**src/rtl/tag_ctrl_if.sv**
```systemverilog
// Bundles the request/response, tag-store and fill-side signals of tag_ctrl.
// The controller connects through the slave modport; its environment uses master.
interface tag_ctrl_if #(
  parameter int TAG_W = 8,
  parameter int IDX_W = 2,
  parameter int WAYS  = 4
);
  logic                   req_valid;
  logic                   req_ready;
  logic [TAG_W+IDX_W-1:0] req_addr;
  logic                   resp_valid;
  logic                   resp_hit;
  logic [WAYS-1:0]        resp_way;
  logic                   ts_valid;
  logic                   ts_r;
  logic                   ts_w;
  logic [IDX_W-1:0]       ts_index;
  logic [WAYS-1:0]        ts_way;
  logic [TAG_W-1:0]       ts_tag;
  logic [WAYS-1:0]        ts_V;
  logic [WAYS-1:0]        ts_hit;
  logic [TAG_W-1:0]       ts_tag_out;
  logic                   fill_req;
  logic [TAG_W+IDX_W-1:0] fill_addr;
  logic [TAG_W-1:0]       fill_victim_tag;
  logic                   fill_victim_valid;
  logic                   fill_ack;

  modport slave (
    input  req_valid, req_addr, ts_hit, ts_tag_out, fill_ack,
    output req_ready, resp_valid, resp_hit, resp_way,
           ts_valid, ts_r, ts_w, ts_index, ts_way, ts_tag, ts_V,
           fill_req, fill_addr, fill_victim_tag, fill_victim_valid
  );

  modport master (
    output req_valid, req_addr, ts_hit, ts_tag_out, fill_ack,
    input  req_ready, resp_valid, resp_hit, resp_way,
           ts_valid, ts_r, ts_w, ts_index, ts_way, ts_tag, ts_V,
           fill_req, fill_addr, fill_victim_tag, fill_victim_valid
  );
endinterface

```
**src/rtl/tag_ctrl.sv**
```systemverilog
// Lookup/fill controller for the 4-set x 4-way tag store.
// Define TAGCTRL_PLRU_EN for tree pseudo-LRU replacement; otherwise round-robin.
//
// state  | meaning
// IDLE   | ready for a request, address latched on accept
// LOOKUP | tag store read, hit qualified with valid bits, victim chosen
// FILL   | waiting for fill_ack from the memory side
// WRITE  | new tag written into the victim way
// RESP   | one-cycle response pulse
module tag_ctrl #(
  parameter int TAG_W = 8,
  parameter int IDX_W = 2,
  parameter int WAYS  = 4
) (
  input  logic       clk,
  input  logic       rst,
  tag_ctrl_if.slave  bus
);
  localparam int SETS = 1 << IDX_W;
  localparam int AW   = TAG_W + IDX_W;
  localparam int RR_W = $clog2(WAYS);

  typedef enum logic [2:0] {S_IDLE, S_LOOKUP, S_FILL, S_WRITE, S_RESP} state_t;

  state_t           state, state_nx;
  logic [AW-1:0]    addr_q;
  logic [WAYS-1:0]  vb [SETS];
  logic [WAYS-1:0]  way_q;
  logic             hit_q;
  logic [TAG_W-1:0] vtag_q;
  logic             vvalid_q;

  logic [IDX_W-1:0] idx;
  logic [TAG_W-1:0] tag;
  logic [WAYS-1:0]  vb_set, qhit, hit_sel, invalid, victim, repl_way;

  assign idx     = addr_q[IDX_W-1:0];
  assign tag     = addr_q[AW-1:IDX_W];
  assign vb_set  = vb[idx];
  assign qhit    = bus.ts_hit & vb_set;
  assign hit_sel = qhit & (~qhit + WAYS'(1));
  assign invalid = ~vb_set;
  assign victim  = (|invalid) ? (invalid & (~invalid + WAYS'(1))) : repl_way;

`ifdef TAGCTRL_PLRU_EN
  // per set: [2]=root, [1]=b1, [0]=b2
  logic [2:0] plru [SETS];
  logic [2:0] plru_set;

  assign plru_set = plru[idx];
  assign repl_way = plru_set[2] ? (plru_set[0] ? 4'b1000 : 4'b0100)
                                : (plru_set[1] ? 4'b0010 : 4'b0001);

  function automatic logic [2:0] plru_touch(input logic [2:0] s, input logic [WAYS-1:0] w);
    logic [2:0] n;
    n = s;
    if (w[0] | w[1]) begin
      n[2] = 1'b1;
      n[1] = w[0];
    end else begin
      n[2] = 1'b0;
      n[0] = w[2];
    end
    return n;
  endfunction

  always_ff @(posedge clk) begin
    if (rst) begin
      for (int i = 0; i < SETS; i++) plru[i] <= '0;
    end else if (state == S_LOOKUP && |qhit) begin
      plru[idx] <= plru_touch(plru_set, hit_sel);
    end else if (state == S_WRITE) begin
      plru[idx] <= plru_touch(plru_set, way_q);
    end
  end
`else
  logic [RR_W-1:0] rr [SETS];

  assign repl_way = WAYS'(1) << rr[idx];

  // only advances when a fill evicts from a fully valid set
  always_ff @(posedge clk) begin
    if (rst) begin
      for (int i = 0; i < SETS; i++) rr[i] <= '0;
    end else if (state == S_WRITE && &vb_set) begin
      rr[idx] <= rr[idx] + RR_W'(1);
    end
  end
`endif

  always_ff @(posedge clk) begin
    if (rst) begin
      state    <= S_IDLE;
      addr_q   <= '0;
      way_q    <= '0;
      hit_q    <= 1'b0;
      vtag_q   <= '0;
      vvalid_q <= 1'b0;
      for (int i = 0; i < SETS; i++) vb[i] <= '0;
    end else begin
      state <= state_nx;
      case (state)
        S_IDLE: if (bus.req_valid) addr_q <= bus.req_addr;
        S_LOOKUP: begin
          hit_q <= |qhit;
          if (|qhit) begin
            way_q <= hit_sel;
          end else begin
            way_q    <= victim;
            vtag_q   <= bus.ts_tag_out;
            vvalid_q <= &vb_set;
          end
        end
        S_WRITE: vb[idx] <= vb_set | way_q;
        default: ;
      endcase
    end
  end

  // outputs are forced low for as long as rst is held
  always_comb begin
    state_nx              = state;
    bus.req_ready         = 1'b0;
    bus.resp_valid        = 1'b0;
    bus.resp_hit          = 1'b0;
    bus.resp_way          = '0;
    bus.ts_valid          = 1'b0;
    bus.ts_r              = 1'b0;
    bus.ts_w              = 1'b0;
    bus.ts_index          = '0;
    bus.ts_way            = '0;
    bus.ts_tag            = '0;
    bus.ts_V              = '0;
    bus.fill_req          = 1'b0;
    bus.fill_addr         = '0;
    bus.fill_victim_tag   = '0;
    bus.fill_victim_valid = 1'b0;
    if (!rst) begin
      case (state)
        S_IDLE: begin
          bus.req_ready = 1'b1;
          if (bus.req_valid) state_nx = S_LOOKUP;
        end
        S_LOOKUP: begin
          bus.ts_valid = 1'b1;
          bus.ts_r     = 1'b1;
          bus.ts_index = idx;
          bus.ts_tag   = tag;
          bus.ts_V     = vb_set;
          bus.ts_way   = victim;
          state_nx     = (|qhit) ? S_RESP : S_FILL;
        end
        S_FILL: begin
          bus.fill_req          = 1'b1;
          bus.fill_addr         = addr_q;
          bus.fill_victim_tag   = vtag_q;
          bus.fill_victim_valid = vvalid_q;
          if (bus.fill_ack) state_nx = S_WRITE;
        end
        S_WRITE: begin
          bus.ts_valid = 1'b1;
          bus.ts_w     = 1'b1;
          bus.ts_index = idx;
          bus.ts_way   = way_q;
          bus.ts_tag   = tag;
          bus.ts_V     = vb_set;
          state_nx     = S_RESP;
        end
        S_RESP: begin
          bus.resp_valid = 1'b1;
          bus.resp_hit   = hit_q;
          bus.resp_way   = way_q;
          state_nx       = S_IDLE;
        end
        default: state_nx = S_IDLE;
      endcase
    end
  end
endmodule

```
**src/flat_wrapper.sv**
```systemverilog
// flat-port wrapper written by rule: the top's interface ports become plain ports
module tag_ctrl_flat 
#(
  parameter int TAG_W = 8,
  parameter int IDX_W = 2,
  parameter int WAYS  = 4
)
  (clk, rst, bus_req_valid, bus_req_addr, bus_ts_hit, bus_ts_tag_out, bus_fill_ack, bus_req_ready, bus_resp_valid, bus_resp_hit, bus_resp_way, bus_ts_valid, bus_ts_r, bus_ts_w, bus_ts_index, bus_ts_way, bus_ts_tag, bus_ts_V, bus_fill_req, bus_fill_addr, bus_fill_victim_tag, bus_fill_victim_valid);
  tag_ctrl_if #(.TAG_W(TAG_W), .IDX_W(IDX_W), .WAYS(WAYS)) bus_i ();
  input  logic clk;
  input  logic rst;
  input wire logic [$bits(bus_i.req_valid)-1:0] bus_req_valid;
  input wire logic [$bits(bus_i.req_addr)-1:0] bus_req_addr;
  input wire logic [$bits(bus_i.ts_hit)-1:0] bus_ts_hit;
  input wire logic [$bits(bus_i.ts_tag_out)-1:0] bus_ts_tag_out;
  input wire logic [$bits(bus_i.fill_ack)-1:0] bus_fill_ack;
  output wire logic [$bits(bus_i.req_ready)-1:0] bus_req_ready;
  output wire logic [$bits(bus_i.resp_valid)-1:0] bus_resp_valid;
  output wire logic [$bits(bus_i.resp_hit)-1:0] bus_resp_hit;
  output wire logic [$bits(bus_i.resp_way)-1:0] bus_resp_way;
  output wire logic [$bits(bus_i.ts_valid)-1:0] bus_ts_valid;
  output wire logic [$bits(bus_i.ts_r)-1:0] bus_ts_r;
  output wire logic [$bits(bus_i.ts_w)-1:0] bus_ts_w;
  output wire logic [$bits(bus_i.ts_index)-1:0] bus_ts_index;
  output wire logic [$bits(bus_i.ts_way)-1:0] bus_ts_way;
  output wire logic [$bits(bus_i.ts_tag)-1:0] bus_ts_tag;
  output wire logic [$bits(bus_i.ts_V)-1:0] bus_ts_V;
  output wire logic [$bits(bus_i.fill_req)-1:0] bus_fill_req;
  output wire logic [$bits(bus_i.fill_addr)-1:0] bus_fill_addr;
  output wire logic [$bits(bus_i.fill_victim_tag)-1:0] bus_fill_victim_tag;
  output wire logic [$bits(bus_i.fill_victim_valid)-1:0] bus_fill_victim_valid;
  assign bus_i.req_valid = bus_req_valid;
  assign bus_i.req_addr = bus_req_addr;
  assign bus_i.ts_hit = bus_ts_hit;
  assign bus_i.ts_tag_out = bus_ts_tag_out;
  assign bus_i.fill_ack = bus_fill_ack;
  assign bus_req_ready = bus_i.req_ready;
  assign bus_resp_valid = bus_i.resp_valid;
  assign bus_resp_hit = bus_i.resp_hit;
  assign bus_resp_way = bus_i.resp_way;
  assign bus_ts_valid = bus_i.ts_valid;
  assign bus_ts_r = bus_i.ts_r;
  assign bus_ts_w = bus_i.ts_w;
  assign bus_ts_index = bus_i.ts_index;
  assign bus_ts_way = bus_i.ts_way;
  assign bus_ts_tag = bus_i.ts_tag;
  assign bus_ts_V = bus_i.ts_V;
  assign bus_fill_req = bus_i.fill_req;
  assign bus_fill_addr = bus_i.fill_addr;
  assign bus_fill_victim_tag = bus_i.fill_victim_tag;
  assign bus_fill_victim_valid = bus_i.fill_victim_valid;
  tag_ctrl #(.TAG_W(TAG_W), .IDX_W(IDX_W), .WAYS(WAYS)) u_core (.clk(clk), .rst(rst), .bus(bus_i));
endmodule
```
**config.mk**
```make
export PLATFORM = sky130hd
export DESIGN_NAME = tag_ctrl_flat
export DESIGN_NICKNAME = d
export VERILOG_FILES = /design/src/rtl/tag_ctrl_if.sv /design/src/rtl/tag_ctrl.sv /design/src/flat_wrapper.sv
export SDC_FILE = /design/constraint.sdc
export NUM_CORES = 1
export LEC_CHECK = 0
export CORE_MARGIN = 3
export CORE_UTILIZATION = 54
export CTS_BUF_LIST = sky130_fd_sc_hd__clkbuf_8
export DETAILED_ROUTE_END_ITERATION = 10
export HOLD_SLACK_MARGIN = 0.12
export PLACE_DENSITY = 0.91
export SETUP_SLACK_MARGIN = 0.4
export SKIP_LAST_GASP = 1
export SLEW_MARGIN = 20
export SYNTH_ARGS = -nofsm -noshare
export SYNTH_HDL_FRONTEND = slang
export SYNTH_SLANG_ARGS = --single-unit
```
**constraint.sdc**
```tcl
create_clock -name clk -period 4.9 [get_ports clk]
set_input_delay 0.98 -clock clk [delete_from_list [all_inputs] [get_ports clk]]
set_output_delay 0.98 -clock clk [all_outputs]
set_load 0.05 [all_outputs]
```
==> results of run 1 <==
==> cells by family after synthesis <==
| kind of cell | after synthesis |
|---|---|
| AO/OA/AOI/OAI | 53 |
| adder cells (fa/ha/maj) | 4 |
| buffers and inverters | 30 |
| flip-flops | 53 |
| multiplexers | 7 |
| AND/OR/NAND/NOR | 141 |
==> tightest hold or removal path: cells and delay by family, from the launching register on <==
family | cells | cell delay (ps)
compound gates | 1 | 50
simple gates | 1 | 50
flops | 1 | 330
==> flip-flops by register name, summed over array words and instances (netlist names), named ones only <==
name	cells
u_core.vb	16
u_core.hit_q	1
u_core.vvalid_q	1
u_core.vtag_q	8
u_core.addr_q	10
u_core.way_q	4
u_core.rr	8
u_core.state	3
==> worst max path at each step <==
stage / startpoint / endpoint / slack [ps] / cells past startpoint
floorplan: rst / bus_ts_way[1] / 1020 / 3
global placement: rst / bus_ts_way[3] / 890 / 6
detailed placement: rst / bus_ts_way[3] / 850 / 6
CTS: rst / bus_ts_way[3] / 840 / 6
global route: rst / bus_ts_way[3] / 700 / 6
finish: rst / bus_ts_way[3] / 810 / 6
==> layer usage <==
metal,up-vias,global-route usage
met5,-,0
met4,0,0.06703
met3,12,0.07629
met2,170,0.4730
met1,1209,0.3441
li1,1157,-
==> power by group <==
group	total (W)	internal, W	switching, W
clock network	0.000312	0.000157	0.000156
logic	0.000175	0.0000695	0.000106
registers	0.000511	0.000484	0.0000266
==> synthesized netlist by cell type, drive strengths merged, types with 5 or more instances <==
cell type  number
nand2          41
nor2           31
dfxtp          29
edfxtp         24
and2           21
and3           21
a21oi          20
clkbuf         19
a31o            9
o21ai           9
inv             7
mux4            6
nand3           5
==> final cells by class <==
type                            instances  area (um2)
Clock buffer                            5       68.82
Clock inverter                          3       50.05
Multi-Input combinational cell        205        1295
Tap cell                               67       83.83
Fill cell                             294       988.4
Timing Repair Buffer                   79       968.4
Inverter                                8       30.03
Sequential cell                        53        1301
==> stage by stage <==
stage,util,power (W),hold slack (ps)
after global routing,0.7935,0.001032,513.8
after floorplan,-,0.0006234,431.5
after detailed placement,0.7686,0.0006902,458.3
after global placement,0.7686,0.0006839,440.6
after CTS,0.7935,0.0009971,473.0
final,0.7935,0.0009986,475.7
==> results_dict.tcl, run 1 <==
set metrics [dict create \
    layout.nets 382 \
    gp_congestion 0.9171 \
    htreeDepth 2 \
    yosys.area_share.adder 0.01846 \
    hold_depth 2 \
    setup_viol 0 \
    cpPeakStageDelay_ps 800 \
    cp.arrival_ps 3110 \
    ys_warn_count 0 \
    syn_inst 288 \
    finalSetupTns_ps 0 \
    synthToLayoutAreaGrowth_pct 40.06 \
    placed_cell_area_um2 3679 \
    required_ps 3920 \
    remaining_drc_errors 1 \
    maxCapViolCount 0 \
    power_density_nw_per_um2 263.0 \
    synth-edff-count 24 \
    synthSimpleGateAreaFrac 0.2667 \
    routedWlPerCell_um 19.03 \
    clk_path_buf_depth 2 \
    cts-hold-fix-buffers 0 \
    worstPathMaxFanout 9 \
    via_per_inst 6.067 \
    period_share 0.8353 \
    ioPinCount 74 \
    highest_layer "met4" \
    final_cell_mix "50 x clkdlybuf4s50_1, 40 x nand2_1, 31 x nor2_1" \
    r2r_slack_ps 2240 \
    cp_top_family "buffers and inverters" \
    core_um2 4786 \
    tightest_slew_ps 1040 \
    synth_area_per_cell_um2 9.414 \
    seq_area_frac_synth 0.4799 \
    relSlewSlack 0.3059 \
    num_vias 2548 \
    synth-compound-area-share 0.1301 \
    clock_sinks 53 \
    portBuffers 73 \
    setup_ws_ps 807.3 \
    ys_seq_elements 53 \
    hold_end "u_core.addr_q[8]" \
    critPathLaunchType "primary input" \
    start_util 0.5665 \
    min_from "u_core.addr_q[8]" \
    drtIter0Drc 236 \
    synthXorXnorAreaFrac 0 \
    drive_above_1_share 0.1501 \
    min_period_ps 4093 \
    finalMaxSlewViolations 0 \
    final_common_cell "clkdlybuf4s50_1" \
    grt_pass1_vias 2532 \
    dp_cells 412 \
    cts_tree "done" \
    synth_area_leaders "edfxtp_1 27%, dfxtp_1 21%, nand2_1 5.5%, and2_1 4.8%, and3_1 4.8%" \
    hpwl_um 5640 \
    synth_mux_area_frac 0.05768 \
    crit_type "in -> out" \
    antenna_found_initial 0 \
    grt_start_max_net_pins 32 \
    synth_top_family_by_area "simple AND/OR/NAND/NOR gates" \
    fin_skew_ps 7.072 \
    gr-total-overflow 0 \
    die-area_um2 5907 \
    wl_met1_um 3155 \
    dpl_worst_slack_ps 854.5 \
    r2r_cells 5 \
    clk_latency_ps 310 \
    synth_area_um2 2711 \
    ant_nets 0 \
    wirelength_um 7991 \
    row_count 25 \
    chipWidth_um 76.86 \
    antenna_cells 0 \
    postCtsResizedCells 0 \
    violations "design-rule violations" \
    async_flop_share 0 \
    dr_wl_met3_um 737 \
    dr_wl_met2_um 4021 \
    synth_flop_cell "dfxtp_1" \
    grtUsageTotal 0.2758 \
    worst_setup_path_end_kind "output port" \
    p_leak_nw 1.504 \
    synth.top_cell.area_share 0.2658 \
    die_y_um 76.86 \
    vdd_drop_max_v 0.0002525 \
    cts_setup_buffers 0 \
    status "finished with violations" \
    clockRootBuffer "clkbuf_8" \
    hold_violations 0 \
    r2r_end "u_core.vvalid_q" \
    fin_area_um2 3797 \
    crit_chain "clkdlybuf4s50_1 -> nand4bb_1 -> inv_1 -> nand2_1 -> nand2_1 -> clkdlybuf4s50_1" \
    crit_slowest_cell "clkdlybuf4s50_1" \
    numCtsBuffers 5 \
    clkTransAtPathRegs_ps 100 \
    min_path_type "reg -> reg" \
    grt_pass1_wl_um 12940 \
    synth_nets 318 \
    path_buf_inv 3 \
    post-synth-top-area-cell "edfxtp_1" \
    yosysUniqueCellTypes 51 \
    instances_no_fill 420 \
    rsz0062_at_grt "no" \
    max_freq_mhz 244.3 \
    dr.pass1.iters 9 \
]
(Power assumes the default switching activity.)
==> run 2: changes to the inputs <==
Settings changed: CORE_UTILIZATION 54 to 50, PLACE_DENSITY 0.91 to 0.86.
Clock period 4.9 ns to 4.2 ns, I/O delays scaled along.
==> run 2 against run 1 <==
  * The run now ends clean
  * Via count is 3.8% lower
  * Sequential power up 15%
  * Sequential share of layout area fell by 1.5 points
  * Die area is 7.4% higher
  * Register-to-register slack got worse by 1100 ps
  * Clock-buffer cell count is the same
  * Non-clock buffer count increased by 1
  * Critical endpoint is now bus_req_ready
  * Largest cell class is now multi-input gates
==> results_dict.tcl, run 2 (synthesis gave the netlist of run 1 again) <==
set metrics [dict create \
    cp.depth 3 \
    p_leak_nw 1.597 \
    rsz0062_at_grt "no" \
    num_vias 2450 \
    grtUsageTotal 0.2433 \
    row_count 26 \
    finalMaxSlewViolations 0 \
    final_cell_mix "40 x nand2_1, 39 x buf_12, 30 x nor2_1" \
    gr-total-overflow 0 \
    drtIter0Drc 331 \
    critPathLaunchType "primary input" \
    p_seq_frac 0.536 \
    fillers 351 \
    htreeDepth 2 \
    fin_area_um2 3969 \
    ant_nets 0 \
    clock_sinks 53 \
    required_ps 3360 \
    antenna_cells 0 \
    clockRootBuffer "clkbuf_8" \
    relSlewSlack 0.3473 \
    tightest_slew_ps 979.1 \
    crit_slowest_cell "clkdlybuf4s50_1" \
    synthToLayoutAreaGrowth_pct 46.38 \
    portBuffers 73 \
    fin_skew_ps 10.32 \
    worst_setup_path_end_kind "output port" \
    gp_congestion 0.8676 \
    layout.nets 383 \
    grt_start_max_net_pins 31 \
    largest_register "u_core.vb" \
    cp.arrival_ps 2800 \
    vdd_drop_max_v 0.0001724 \
    setup_viol 0 \
    start_util 0.5242 \
    period_share 0.8661 \
    finalSetupTns_ps 0 \
    min_path_type "reg -> reg" \
    min_period_ps 3638 \
    chipWidth_um 79.64 \
    cts_setup_buffers 0 \
    path_buf_inv 2 \
    remaining_drc_errors 0 \
    numCtsBuffers 5 \
    cts_tree "done" \
    combPwrFrac 0.199 \
    maxCapViolCount 0 \
    r2r_cells 4 \
    cpPeakStageDelay_ps 900 \
    crit_type "in -> out" \
    drive_above_1_share 0.2232 \
    antenna_found_initial 0 \
    routedWlPerCell_um 17.36 \
    status "complete, no violations" \
    dr.pass1.iters 5 \
    grt_pass1_wl_um 11840 \
    wirelength_um 7359 \
    clkTransAtPathRegs_ps 90 \
    switching_share 0.2967 \
    grt_pass1_vias 2312 \
    clk_latency_ps 310 \
    die_y_um 79.64 \
    placed_cell_area_um2 3870 \
    final_common_cell "nand2_1" \
    largest_reg_flops 16 \
    hold_violations 0 \
    via_per_inst 5.778 \
    max_freq_mhz 274.9 \
    hpwl_um 5575 \
    crit_path_frequent_cell "clkdlybuf4s50_1" \
    crit_chain "clkdlybuf4s50_1 -> nor4_1 -> clkdlybuf4s50_1" \
    clk_path_buf_depth 2 \
    ioPinCount 74 \
    power_density_nw_per_um2 277.1 \
    p_sw_w 0.0003263 \
    die-area_um2 6343 \
    worstPathMaxFanout 16 \
    cp_top_family "buffers and inverters" \
    largest_registers "u_core.vb (16), u_core.addr_q (10)" \
    hold_depth 2 \
    clkPwrFrac 0.265 \
    p_int_w 0.0007734 \
    core_um2 5172 \
]
run 2: area by class of cell:
type | count | area, um2 | share of cell area
Multi-Input combinational cell | 205 | 1303 | 0.3282
Sequential cell | 53 | 1301 | 0.3279
Timing Repair Buffer | 80 | 1156 | 0.2913
Tap cell | 70 | 87.58 | 0.02207
Clock buffer | 5 | 68.82 | 0.01734
Inverter | 8 | 30.03 | 0.007566
Clock inverter | 3 | 22.52 | 0.005675
run 2: power groups by stage:
stage	Clock (W)	Sequential (W)	Combinational (W)
finish	0.000292	0.000589	0.000219
global route	0.000312	0.000592	0.000237
CTS	0.000293	0.000588	0.000217
detailed placement	0	0.000600	0.000216
global placement	0	0.000598	0.000212
floorplan	0	0.000587	0.000140
run 2: per-layer routing:
metal | vias up | track usage | routed length [um]
li1 | 1155 | - | -
met1 | 1161 | 0.3151 | 2885
met2 | 126 | 0.4048 | 3684
met3 | 8 | 0.06546 | 696
met4 | 0 | 0.05842 | 92
met5 | - | 0 | 0
run 2: worst paths after layout:
path                    startpoint  slack, ps               end
setup / recovery               rst        560     bus_req_ready
hold / removal    u_core.addr_q[5]        470  u_core.addr_q[5]
setup reg to reg         flip-flop       1180   u_core.vvalid_q
hold reg to reg   u_core.addr_q[5]        470  u_core.addr_q[5]
run 2: metrics by stage:
stage / hold WS (ps) / utilization / setup WS, ps / cells / total power, W
2_1_floorplan: 431.5 / - / 596.1 / 288 / 0.0007273
6_report: 471.5 / 0.7673 / 562.4 / 424 / 0.001100
3_3_place_gp: 447.8 / 0.7482 / 614.2 / 416 / 0.0008097
3_5_place_dp: 457.3 / 0.7482 / 504.3 / 416 / 0.0008156
5_1_grt: 490.2 / 0.7673 / 370.6 / 424 / 0.001142
4_1_cts: 470.3 / 0.7658 / 501.7 / 424 / 0.001097
run 2: worst reg2reg max path, cell delays in order, from the launching register on:
cell and delay [ps]:
dfxtp_1 560, mux4_2 700, a222oi_1 920, and2_1 480, o21ai_0 210
run 2: repair_timing:
action                                  CTS  global route
hold buffers                              0             0
gates resized for setup                   0             2
endpoints found under the setup margin    0            16
==> variant: new RTL, flow settings as in run 2 <==
`IDX_W` is set to 2 in 3 places; all go to 3.
--- a/src/rtl/tag_ctrl_if.sv
+++ b/src/rtl/tag_ctrl_if.sv
@@ -3,5 +3,5 @@
 interface tag_ctrl_if #(
   parameter int TAG_W = 8,
-  parameter int IDX_W = 2,
+  parameter int IDX_W = 3,
   parameter int WAYS  = 4
 );
--- a/src/rtl/tag_ctrl.sv
+++ b/src/rtl/tag_ctrl.sv
@@ -10,5 +10,5 @@
 module tag_ctrl #(
   parameter int TAG_W = 8,
-  parameter int IDX_W = 2,
+  parameter int IDX_W = 3,
   parameter int WAYS  = 4
 ) (
--- a/src/flat_wrapper.sv
+++ b/src/flat_wrapper.sv
@@ -3,5 +3,5 @@
 #(
   parameter int TAG_W = 8,
-  parameter int IDX_W = 2,
+  parameter int IDX_W = 3,
   parameter int WAYS  = 4
 )
Ports: changed (resized bus_fill_addr, bus_req_addr and bus_ts_index); port bits go from 74 to 77. No check against the original RTL was run, so the function may have changed too.
==> variant against run 2 <==
Synthesized cell count is 33% higher; cell area up 37%; sequential cell count increased by 26; critical path depth is 6 higher; setup slack worse by 99 ps; core utilization is 3.3 points lower; power rose by 59%; routed wire length rose by 44%; non-clock buffer count increased by 2; synthesized area grew 44%; register-to-register slack gained 210 ps.
==> variant: results (changes against run 2) <==
outcome finished clean; Sw Ratio 0.285 (-0.0121); first-pass GRT wire length 16.8 mm (+42%); syn nets 415 (+31%); biggest regs u_core.vb: 32 flops, u_core.rr: 16 flops, u_core.addr_q: 11 flops; Static Leakage 2.04 nW (+27%); largest net degree at the start of global routing 45 (+45%); final wirelength 10.6 mm (+44%); Synth cell types 48 (-5.9%); Worst Path Max Fanout 18 (+2); Worst Tran Pin Value 697 ps (-282 ps); Area contributors post-synth edfxtp_1, dfxtp_1, nor2_1, nand2_1, and2_1; Worst Path Arrival 2900 ps (+100 ps); H-tree depth 3 (+1); number of I/O port buffers 76 (+4.1%); Placed Area 5240 sq um (+35%); Clock Skews 14.3 ps (+4.03 ps); TritonCTS Buffers 9 (+4); CP delay by family, top multiplexers; gr usage total 0.250 (+0.00648); ANT cells 0 (unchanged); Post-synth top cells nor2_1, nand2_1, edfxtp_1; DRT iter0 DRCs 344 (+3.9%); detailed placement HPWL 7.59 mm (+36%); FF-to-FF End u_core.rr[0][1]; gpl congestion 0.877 (+1.1%); sequential area share after synthesis 0.527 (+0.0469); nets 486 (+27%); R2R setup slack 1390 ps (+210 ps); layout cell share with drive strength beyond 1 0.211 (-0.0123); hold path cells 2 (unchanged); Post-synth top flop edfxtp_1; critical-path cell with the highest stage delay mux4_2; Clk Latency, worst-skew pair 360 ps (+50 ps); Worst VDD drop 199 uV (+15%); DRT Pass-1 Iters 6 (+1); Post-synth EDFFs 48 (+100%); max incr delay on CP 560 ps (-340 ps); DR vias 3218 (+31%); Hold Crit Endpoint u_core.vtag_q[0]; Hold Crit Start u_core.vtag_q[0]
==> variant: cell count changes in the layout (fill, tap and decap cells not counted), moves of 9 or more <==
cell | before | now
nand2_1 | 40 | 56
o21ai_0 | 9 | 0
edfxtp_1 | 24 | 48
and3_1 | 21 | 12
nor2_1 | 30 | 67
buf_4 | 14 | 5
buf_12 | 39 | 50
==> variant: worst max-delay path by stage <==
stage / start / end / slack [ps] / cells after the start
floorplan: rst / bus_req_ready / 700 / 3
global placement: rst / bus_resp_way[0] / 920 / 5
detailed placement: rst / bus_resp_way[0] / 800 / 5
CTS: flop / bus_ts_way[0] / 460 / 9
global route: flop / bus_ts_way[3] / 390 / 10
finish: flop / bus_ts_way[2] / 460 / 9
==> variant: stage by stage <==
stage	power, W	utilization	hold WS (ps)	std cells	setup slack [ps]
finish	0.00175	0.735	457	559	464
global route	0.00182	0.735	493	559	385
CTS	0.00174	0.733	460	559	456
detailed placement	0.00121	0.707	448	543	799
global placement	0.00120	0.707	440	543	916
floorplan	0.00110	-	432	384	699
==> variant: tightest hold or removal path, cell delays in order, from the launching register on <==
cell	delay [ps]
dfxtp_1	310
nand2_1	50
a21oi_1	50
==> variant: power groups by stage <==
stage                     logic (W)  clock network (W)  registers (W)
final                      0.000311           0.000548       0.000890
after global routing       0.000333           0.000589       0.000895
after global placement     0.000293                  0       0.000903
after CTS                  0.000305           0.000546       0.000889
after floorplan            0.000211                  0       0.000884
after detailed placement   0.000303                  0       0.000906
==> variant: routing by layer <==
layer / up-vias / GRT usage / share of wire
met5: - / 0 / 0
met4: 0 / 0.106 / 0.021
met3: 23 / 0.0534 / 0.085
met2: 176 / 0.401 / 0.52
met1: 1539 / 0.328 / 0.38
li1: 1480 / - / -
==> variant: cell type report <==
type                    count  area (sq um)
flip-flops and latches     79          2060
fillers                   452          1970
multi-input cells         278          1740
repair buffers             82          1310
clock buffers               9           124
well taps                  99           124
clock inverters             7          65.1
inverters                   5          18.8
==> variant: cells by family after synthesis <==
logic type,share of synthesized area
multiplexers,0.0991
adder cells (fa/ha/maj),0.0128
AND/OR/NAND/NOR,0.247
AO/OA/AOI/OAI,0.0803
buffers and inverters,0.0342
flip-flops,0.527
==> variant: what timing repair did <==
| item | in CTS | in global routing |
|---|---|---|
| hold buffers | 0 | 0 |
| setup buffers | 0 | 0 |
| endpoints found under the setup margin | 0 | 3 |
| resized for setup | 0 | 3 |
